**config.mk**
```make
export PLATFORM = sky130hd
export DESIGN_NAME = wb_arbiter
export DESIGN_NICKNAME = d
export VERILOG_FILES = /design/src/rtl/wb_arbiter.sv
export SDC_FILE = /design/constraint.sdc
export NUM_CORES = 1
export LEC_CHECK = 0
export BUFFER_PORTS_ARGS = -buffer_cell sky130_fd_sc_hd__buf_4
export CORE_AREA = 2 2 124 126
export CTS_CLUSTER_SIZE = 10
export DETAILED_ROUTE_END_ITERATION = 16
export DIE_AREA = 0 0 126 128
export PLACE_DENSITY = 0.56
export SLEW_MARGIN = 20
export SYNTH_ARGS = -nofsm -noshare
export SYNTH_HDL_FRONTEND = slang
export SYNTH_SLANG_ARGS = --single-unit
```
**constraint.sdc**
```tcl
create_clock -name i_clk -period 4.5 [get_ports i_clk]
set_clock_uncertainty 0.15 [all_clocks]
set_input_delay 1.125 -clock i_clk [delete_from_list [all_inputs] [get_ports i_clk]]
set_output_delay 1.125 -clock i_clk [all_outputs]
set_load 0.05 [all_outputs]
```
**src/rtl/wb_arbiter.sv**
```systemverilog
// Two-master Wishbone arbiter sharing one slave: round-robin on ties, bus
// tenure held while the owner's cyc stays high, stall timeout converts to err.
module wb_arbiter #(
    parameter int unsigned TIMEOUT = 255
) (
    input  logic        i_clk,
    input  logic        i_arst,
    input  logic        i_m0_cyc,
    input  logic        i_m0_stb,
    input  logic        i_m0_we,
    input  logic [3:0]  i_m0_sel,
    input  logic [31:0] i_m0_adr,
    input  logic [31:0] i_m0_dat,
    output logic [31:0] o_m0_dat,
    output logic        o_m0_ack,
    output logic        o_m0_err,
    input  logic        i_m1_cyc,
    input  logic        i_m1_stb,
    input  logic        i_m1_we,
    input  logic [3:0]  i_m1_sel,
    input  logic [31:0] i_m1_adr,
    input  logic [31:0] i_m1_dat,
    output logic [31:0] o_m1_dat,
    output logic        o_m1_ack,
    output logic        o_m1_err,
    output logic        o_s_cyc,
    output logic        o_s_stb,
    output logic        o_s_we,
    output logic [3:0]  o_s_sel,
    output logic [31:0] o_s_adr,
    output logic [31:0] o_s_dat,
    input  logic [31:0] i_s_dat,
    input  logic        i_s_ack,
    output logic [1:0]  o_grant
);

    typedef enum logic [1:0] {
        ST_IDLE = 2'd0,
        ST_OWN  = 2'd1,
        ST_ERR  = 2'd2
    } state_t;

    // The counter holds completed stall cycles, so the timeout fires on the
    // cycle in which it still reads TIMEOUT-1.
    localparam logic [15:0] STALL_LAST = 16'(TIMEOUT - 32'd1);

    state_t      state_r;
    logic        owner_r;
    logic        last_owner_r;
    logic [15:0] stall_cnt_r;

    logic        own_cyc_s;
    logic        own_stb_s;
    logic        own_we_s;
    logic [3:0]  own_sel_s;
    logic [31:0] own_adr_s;
    logic [31:0] own_dat_s;
    logic        stall_s;
    logic        timeout_s;
    logic        ack_s;

    // Select the current owner's request fields
    always_comb begin
        if (owner_r) begin
            own_cyc_s = i_m1_cyc;
            own_stb_s = i_m1_stb;
            own_we_s  = i_m1_we;
            own_sel_s = i_m1_sel;
            own_adr_s = i_m1_adr;
            own_dat_s = i_m1_dat;
        end else begin
            own_cyc_s = i_m0_cyc;
            own_stb_s = i_m0_stb;
            own_we_s  = i_m0_we;
            own_sel_s = i_m0_sel;
            own_adr_s = i_m0_adr;
            own_dat_s = i_m0_dat;
        end
    end

    // Stall and timeout detection; a late ack always beats the timeout
    always_comb begin
        stall_s   = 1'b0;
        timeout_s = 1'b0;
        ack_s     = 1'b0;
        if (state_r == ST_OWN) begin
            stall_s   = own_stb_s & ~i_s_ack;
            timeout_s = stall_s & (stall_cnt_r == STALL_LAST);
            ack_s     = i_s_ack;
        end else begin
            stall_s   = 1'b0;
            timeout_s = 1'b0;
            ack_s     = 1'b0;
        end
    end

    // Slave-side bus and master responses
    always_comb begin
        o_s_cyc  = 1'b0;
        o_s_stb  = 1'b0;
        o_s_we   = 1'b0;
        o_s_sel  = 4'h0;
        o_s_adr  = 32'h0;
        o_s_dat  = 32'h0;
        o_m0_ack = 1'b0;
        o_m0_err = 1'b0;
        o_m1_ack = 1'b0;
        o_m1_err = 1'b0;
        o_grant  = 2'b00;
        case (state_r)
            ST_OWN: begin
                o_s_cyc  = own_cyc_s;
                o_s_stb  = own_stb_s;
                o_s_we   = own_we_s;
                o_s_sel  = own_sel_s;
                o_s_adr  = own_adr_s;
                o_s_dat  = own_dat_s;
                o_m0_ack = ack_s & ~owner_r;
                o_m1_ack = ack_s & owner_r;
                o_m0_err = timeout_s & ~owner_r;
                o_m1_err = timeout_s & owner_r;
                o_grant  = owner_r ? 2'b10 : 2'b01;
            end
            ST_ERR: begin
                o_grant = owner_r ? 2'b10 : 2'b01;
            end
            default: begin
                o_grant = 2'b00;
            end
        endcase
    end

    assign o_m0_dat = i_s_dat;
    assign o_m1_dat = i_s_dat;

    // Arbitration FSM with owner history and stall counter
    always_ff @(posedge i_clk or posedge i_arst) begin
        if (i_arst) begin
            state_r      <= ST_IDLE;
            owner_r      <= 1'b0;
            last_owner_r <= 1'b1;
            stall_cnt_r  <= 16'd0;
        end else begin
            case (state_r)
                ST_IDLE: begin
                    stall_cnt_r <= 16'd0;
                    if (i_m0_cyc && i_m1_cyc) begin
                        owner_r <= ~last_owner_r;
                        state_r <= ST_OWN;
                    end else if (i_m0_cyc) begin
                        owner_r <= 1'b0;
                        state_r <= ST_OWN;
                    end else if (i_m1_cyc) begin
                        owner_r <= 1'b1;
                        state_r <= ST_OWN;
                    end else begin
                        state_r <= ST_IDLE;
                    end
                end
                ST_OWN: begin
                    if (!own_cyc_s) begin
                        state_r      <= ST_IDLE;
                        last_owner_r <= owner_r;
                        stall_cnt_r  <= 16'd0;
                    end else if (timeout_s) begin
                        state_r     <= ST_ERR;
                        stall_cnt_r <= 16'd0;
                    end else if (stall_s) begin
                        stall_cnt_r <= stall_cnt_r + 16'd1;
                    end else begin
                        stall_cnt_r <= 16'd0;
                    end
                end
                ST_ERR: begin
                    stall_cnt_r <= 16'd0;
                    if (!own_cyc_s) begin
                        state_r      <= ST_IDLE;
                        last_owner_r <= owner_r;
                    end else begin
                        state_r <= ST_ERR;
                    end
                end
                default: begin
                    state_r     <= ST_IDLE;
                    stall_cnt_r <= 16'd0;
                end
            endcase
        end
    end

endmodule

```
-- Word level (Yosys, flattened, before mapping)
Index checks and enable logic that the tools add are counted.
- flip-flop bits (word level): 20
- bits in latches: 0
- RAM bits: 0
- memory bits (read-only): 0
- input bits: 177
- logic and storage cells: 60
- memories kept: 0
- $add $sub $neg: 1
- multipliers: 0
- div/mod/pow operators: 0
- order comparisons: 0
- eq/ne operators: 4
- shift operators: 0
- mux-type cells: 35
- bitwise gates (word level): 10
- reductions and logical operators: 6
- operators by type and width (operator ; number):
    two-way mux 32 bit ; 4
    two-way mux 16 bit ; 4
    two-way mux 1 bit ; 19
    adder 16 x 1 -> 16 bit (second input constant) ; 1
    == test 16 x 8 -> 1 bit (second input constant) ; 1
    two-way mux 2 bit ; 5
    two-way mux 4 bit ; 2
    AND 1 bit ; 6
    case mux 2 bit (3 select lines) ; 1
    inverter 1 bit ; 4
    AND reduction 2 bit ; 2
    != test 3 bit (second input constant) ; 1
    nonzero test 3 bit ; 1
    == test 2 x 1 -> 1 bit (second input constant) ; 1
    == test 2 bit (second input constant) ; 1
    zero test 2 bit ; 1
    OR reduction 2 bit ; 1
    logical AND 1 bit ; 1

-- Logic depth before layout (Yosys ltp)
- depth after elaboration: 7
- depth in mapped cells: 7
- depth with buffers taken out: 6

-- Worst setup path before layout
OpenSTA, ideal clock, no wires.
- path type: input to output
- from: input i_m1_stb
- to: output o_m0_err
- arrival: 2292 ps
- slack: 933 ps
- stages on the path: 4
- cell sequence: mux2i_1 nor3b_2 nand2_1 nor2_1
- cells in the longest elaborated chain, start to end: 6
- RTL lines (what ; RTL line ; RTL):
    from (decl) ; 18 ; input logic i_m1_stb,
    two-way mux 1 bit ; 64 ; if (owner_r) begin
    AND 1 bit ; 87 ; stall_s = own_stb_s & ~i_s_ack;
    AND 1 bit ; 88 ; timeout_s = stall_s & (stall_cnt_r == STALL_LAST);
    two-way mux 1 bit ; 86 ; if (state_r == ST_OWN) begin
    AND 1 bit ; 120 ; o_m0_err = timeout_s & ~owner_r;
    two-way mux 1 bit ; 110 ; case (state_r)
    to (decl) ; 16 ; output logic o_m0_err,
Every way passes these cells.

-- Worst setup path after layout
- from: register stall_cnt_r[0]
- to: output o_m1_err
- cells in the longest elaborated chain, start to end: 5
- RTL lines (what ; RTL line ; RTL):
    from (decl) ; 50 ; logic [15:0] stall_cnt_r;
    from (signal assigned) ; 169 ; stall_cnt_r <= stall_cnt_r + 16'd1;
    == test 16 x 8 -> 1 bit ; 88 ;
    AND 1 bit ; 88 ;
    two-way mux 1 bit ; 86 ;
    AND 1 bit ; 121 ; o_m1_err = timeout_s & owner_r;
    two-way mux 1 bit ; 110 ;
    to (decl) ; 25 ; output logic o_m1_err,
Every way passes these cells.

==> reports/qor.csv <==
stage,metric,value,unit
detailed_routing,Post-Route WL,10.7,mm
logic_synthesis,Post-Syn Nets,521,
sta,Final setup viols,0,
place,input/output buffers,221,
cts,cts repair resizes,0,
detailed_routing,first drt pass iteration count,4,
floorplan,Vert. Die Dim,128,um
critical_path,Crit Path Max Fanout,6,
final_layout,fraction of layout cells with a size suffix above 1,51.3,%
cts,total CTS buffers,3,
cts,worst-case clock buffer depth,2,
sta,Setup WS post-layout,1.01,ns
detailed_routing,Routed Antenna Nets,0,
grt,first-pass GRT wire length,15.9,mm
final_layout,nets,668,
sta,"Slew Viols, Final",0,
detailed_routing,via count,2784,
pwr,Switch Pwr,1490,uW
floorplan,Die ar.,16100,um^2
critical_path,Worst EP arrival,2.22,ns
sta,Final TNS setup,0,ns
sta,Fin. Hold Viols,0,
floorplan,Placeable Area,14900,um^2
pwr,pwr dens,604,nW/um^2
place,Place WS,0.989,ns
sta,worst-margin pin slew,0.769,ns
final_layout,most frequent cells in the layout,"buf_4 (224), mux2i_1 (71), nor2b_1 (71)",
status,status,"complete, no violations",
floorplan,Initial Util,19.3,%
cts,CTS sink cnt,20,
final_layout,"most common cell after layout, fill and taps aside",buf_4,
floorplan,DIE WIDTH,126,um
logic_synthesis,Synth Instances,339,
detailed_routing,vias per cell,4.14,
cts,Root Driver,clkbuf_16,
detailed_routing,First DRT Iteration DRCs,70,
cts,setup bufs post-CTS,0,
cts,CTS tree,done,
pwr,sequential share of power,9.4,%
pwr,P_leak,0.00221,uW
pwr,worst vdd ir,0.244,mV
critical_path,Worst R2R End,state_r[0],
critical_path,reg2reg start,state_r[1],
sta,FMAX,0.286,GHz
hold_path,WHS Endpoint,stall_cnt_r[0],
final_layout,Final Cell Area,4330,um^2
logic_synthesis,synthesized flop and latch total,20,
hold_path,worst min path class,register to register,
hold_path,min-delay src,stall_cnt_r[0],
critical_path,R2R depth,6,
logic_synthesis,library cells used by synthesis,39,
hold_path,Hold Crit Depth,1,
place,DP Area,4230,um^2
cts,"Hold-fix buffers, CTS",0,
grt,vias in the first global route,2779,
place,DP HPWL,9.05,mm
floorplan,num ports,318,
critical_path,Worst R2R Setup Slack,2.15,ns
floorplan,Row Count,45,
logic_synthesis,Synth Warn #,0,
pwr,Net Sw Frac,57.0,%
detailed_routing,# DRC,0,
cts,clk_lat worst skew,0.26,ns
logic_synthesis,Post-Syn Area,2870,um^2
critical_path,critical path launch point type,register,
sta,RSZ-0062 raised after global routing,no,
grt,initial antenna violation count,0,
logic_synthesis,Mapped Avg Cell Area,8.47,um^2
cts,H-tree depth,1,
logic_synthesis,sequential fraction of the synthesis area,17.5,%
final_layout,area grow syn2layout,50.8,%
run,Max Cap Viol,0,
critical_path,CP Class,register to output pin,
grt,Overall Global Routing Usage,12.1,%
critical_path,CP endpoint kind,output pin,
sta,Tmin final,3.49,ns
sta,fin crit share,77.6,%
pwr,Clock power frac,9.4,%
detailed_routing,WL per Instance,15.9,um
pwr,Gate power share,81.1,%
grt,grt ovf,0,
pwr,Int Pwr,1130,uW
critical_path,Critical Path RT,3.22,ns
final_layout,n_diodes,0,
sta,Slew HR,48.7,%
cts,Clock Pin Slew Worst Setup and Hold Paths,0.06,ns
grt,largest net degree at the start of global routing,49,
place,Final GP Congestion,0.848,
==> cell families after synthesis <==
group / count (synthesis) / synth area share, %
AO/OA/AOI/OAI: 7 / 1.74
XOR/XNOR: 14 / 4.27
adder cells (fa/ha/maj): 5 / 2.18
buffers and inverters: 91 / 21.0
flip-flops: 20 / 17.5
multiplexers: 72 / 25.1
AND/OR/NAND/NOR: 130 / 28.2
==> critical path, cell delays in order (launching register included) <==
cell and delay (ns):
dfrtp_1 0.43, inv_1 0.08, ha_1 0.14, or4b_4 0.47
nor4_4 0.41, and3_2 0.24, buf_4 0.19
==> state kept, by name (all words and copies together) (netlist names) <==
| register | flops |
|---|---|
| stall_cnt_r | 16 |
| state_r | 2 |
| owner_r | 1 |
| last_owner_r | 1 |
==> metrics by stage <==
stage	utilization, %	hold slack [ns]	total power [uW]	cells
3_5_place_dp	28.4	0.364	2410	669
4_1_cts	29.1	0.374	2650	673
6_report	29.1	0.368	2620	673
3_3_place_gp	28.4	0.346	2390	669
2_1_floorplan	-	0.324	1920	339
5_1_grt	29.1	0.399	2740	673
==> worst max-delay path by stage <==
stage,start,to,slack (ns),cells past startpoint
5_1_grt,state_r[1],o_s_cyc,0.85,5
3_3_place_gp,i_m1_stb,o_m0_err,1.02,6
6_report,stall_cnt_r[0],o_m1_err,1.01,6
4_1_cts,stall_cnt_r[0],o_m1_err,0.98,6
3_5_place_dp,i_m1_stb,o_m1_err,0.99,5
2_1_floorplan,i_m1_stb,o_m0_err,0.93,4
==> synth_stat cells, drive strengths merged <==
cell	instances	area, um^2
nor2	23	111
nor4	5	46.3
nor3	3	15.0
nor3b	1	12.5
nand3	6	30.0
mux2i	71	711
inv	9	33.8
and2	2	13.8
dfstp	1	26.3
nand4bb	1	11.3
buf	72	532
xor2	1	8.76
clkbuf	10	37.5
ha	5	62.6
nand4	4	31.3
mux2	1	11.3
nor2b	71	444
dfrtp	19	475
o21a	1	7.51
nand3b	2	27.5
a21boi	1	7.51
a21oi	2	10.0
xnor2	13	114
nand2	7	26.3
and3	2	13.8
or3	1	6.26
or4b	1	13.8
o211ai	2	15.0
a32o	1	10.0
nand2b	1	6.26
==> metal layers <==
metal  vias to the layer above  part of all wire (%)  global-route usage (%)
li1                       1346                     -                       -
met1                      1289                    40                    15.4
met2                       135                    52                    21.7
met3                        14                   6.7                    2.34
met4                         0                   1.1                    2.07
met5                         -                     0                       0
==> power groups by stage <==
stage	Clock, uW	Combinational (uW)	Sequential [uW]
5_1_grt	258	2240	251
4_1_cts	250	2150	248
2_1_floorplan	0	1710	210
3_3_place_gp	0	2140	248
6_report	247	2120	247
3_5_place_dp	0	2150	251
==> area by class of cell <==
| class | count | area, um^2 |
|---|---|---|
| Clock buffer | 3 | 75.1 |
| Timing Repair Buffer | 224 | 1680 |
| Tap cell | 188 | 235 |
| Inverter | 9 | 33.8 |
| Clock inverter | 1 | 30.0 |
| Fill cell | 1608 | 10500 |
| Multi-Input combinational cell | 228 | 1770 |
| Sequential cell | 20 | 505 |
Note: power is estimated with default switching activity, not from simulation.
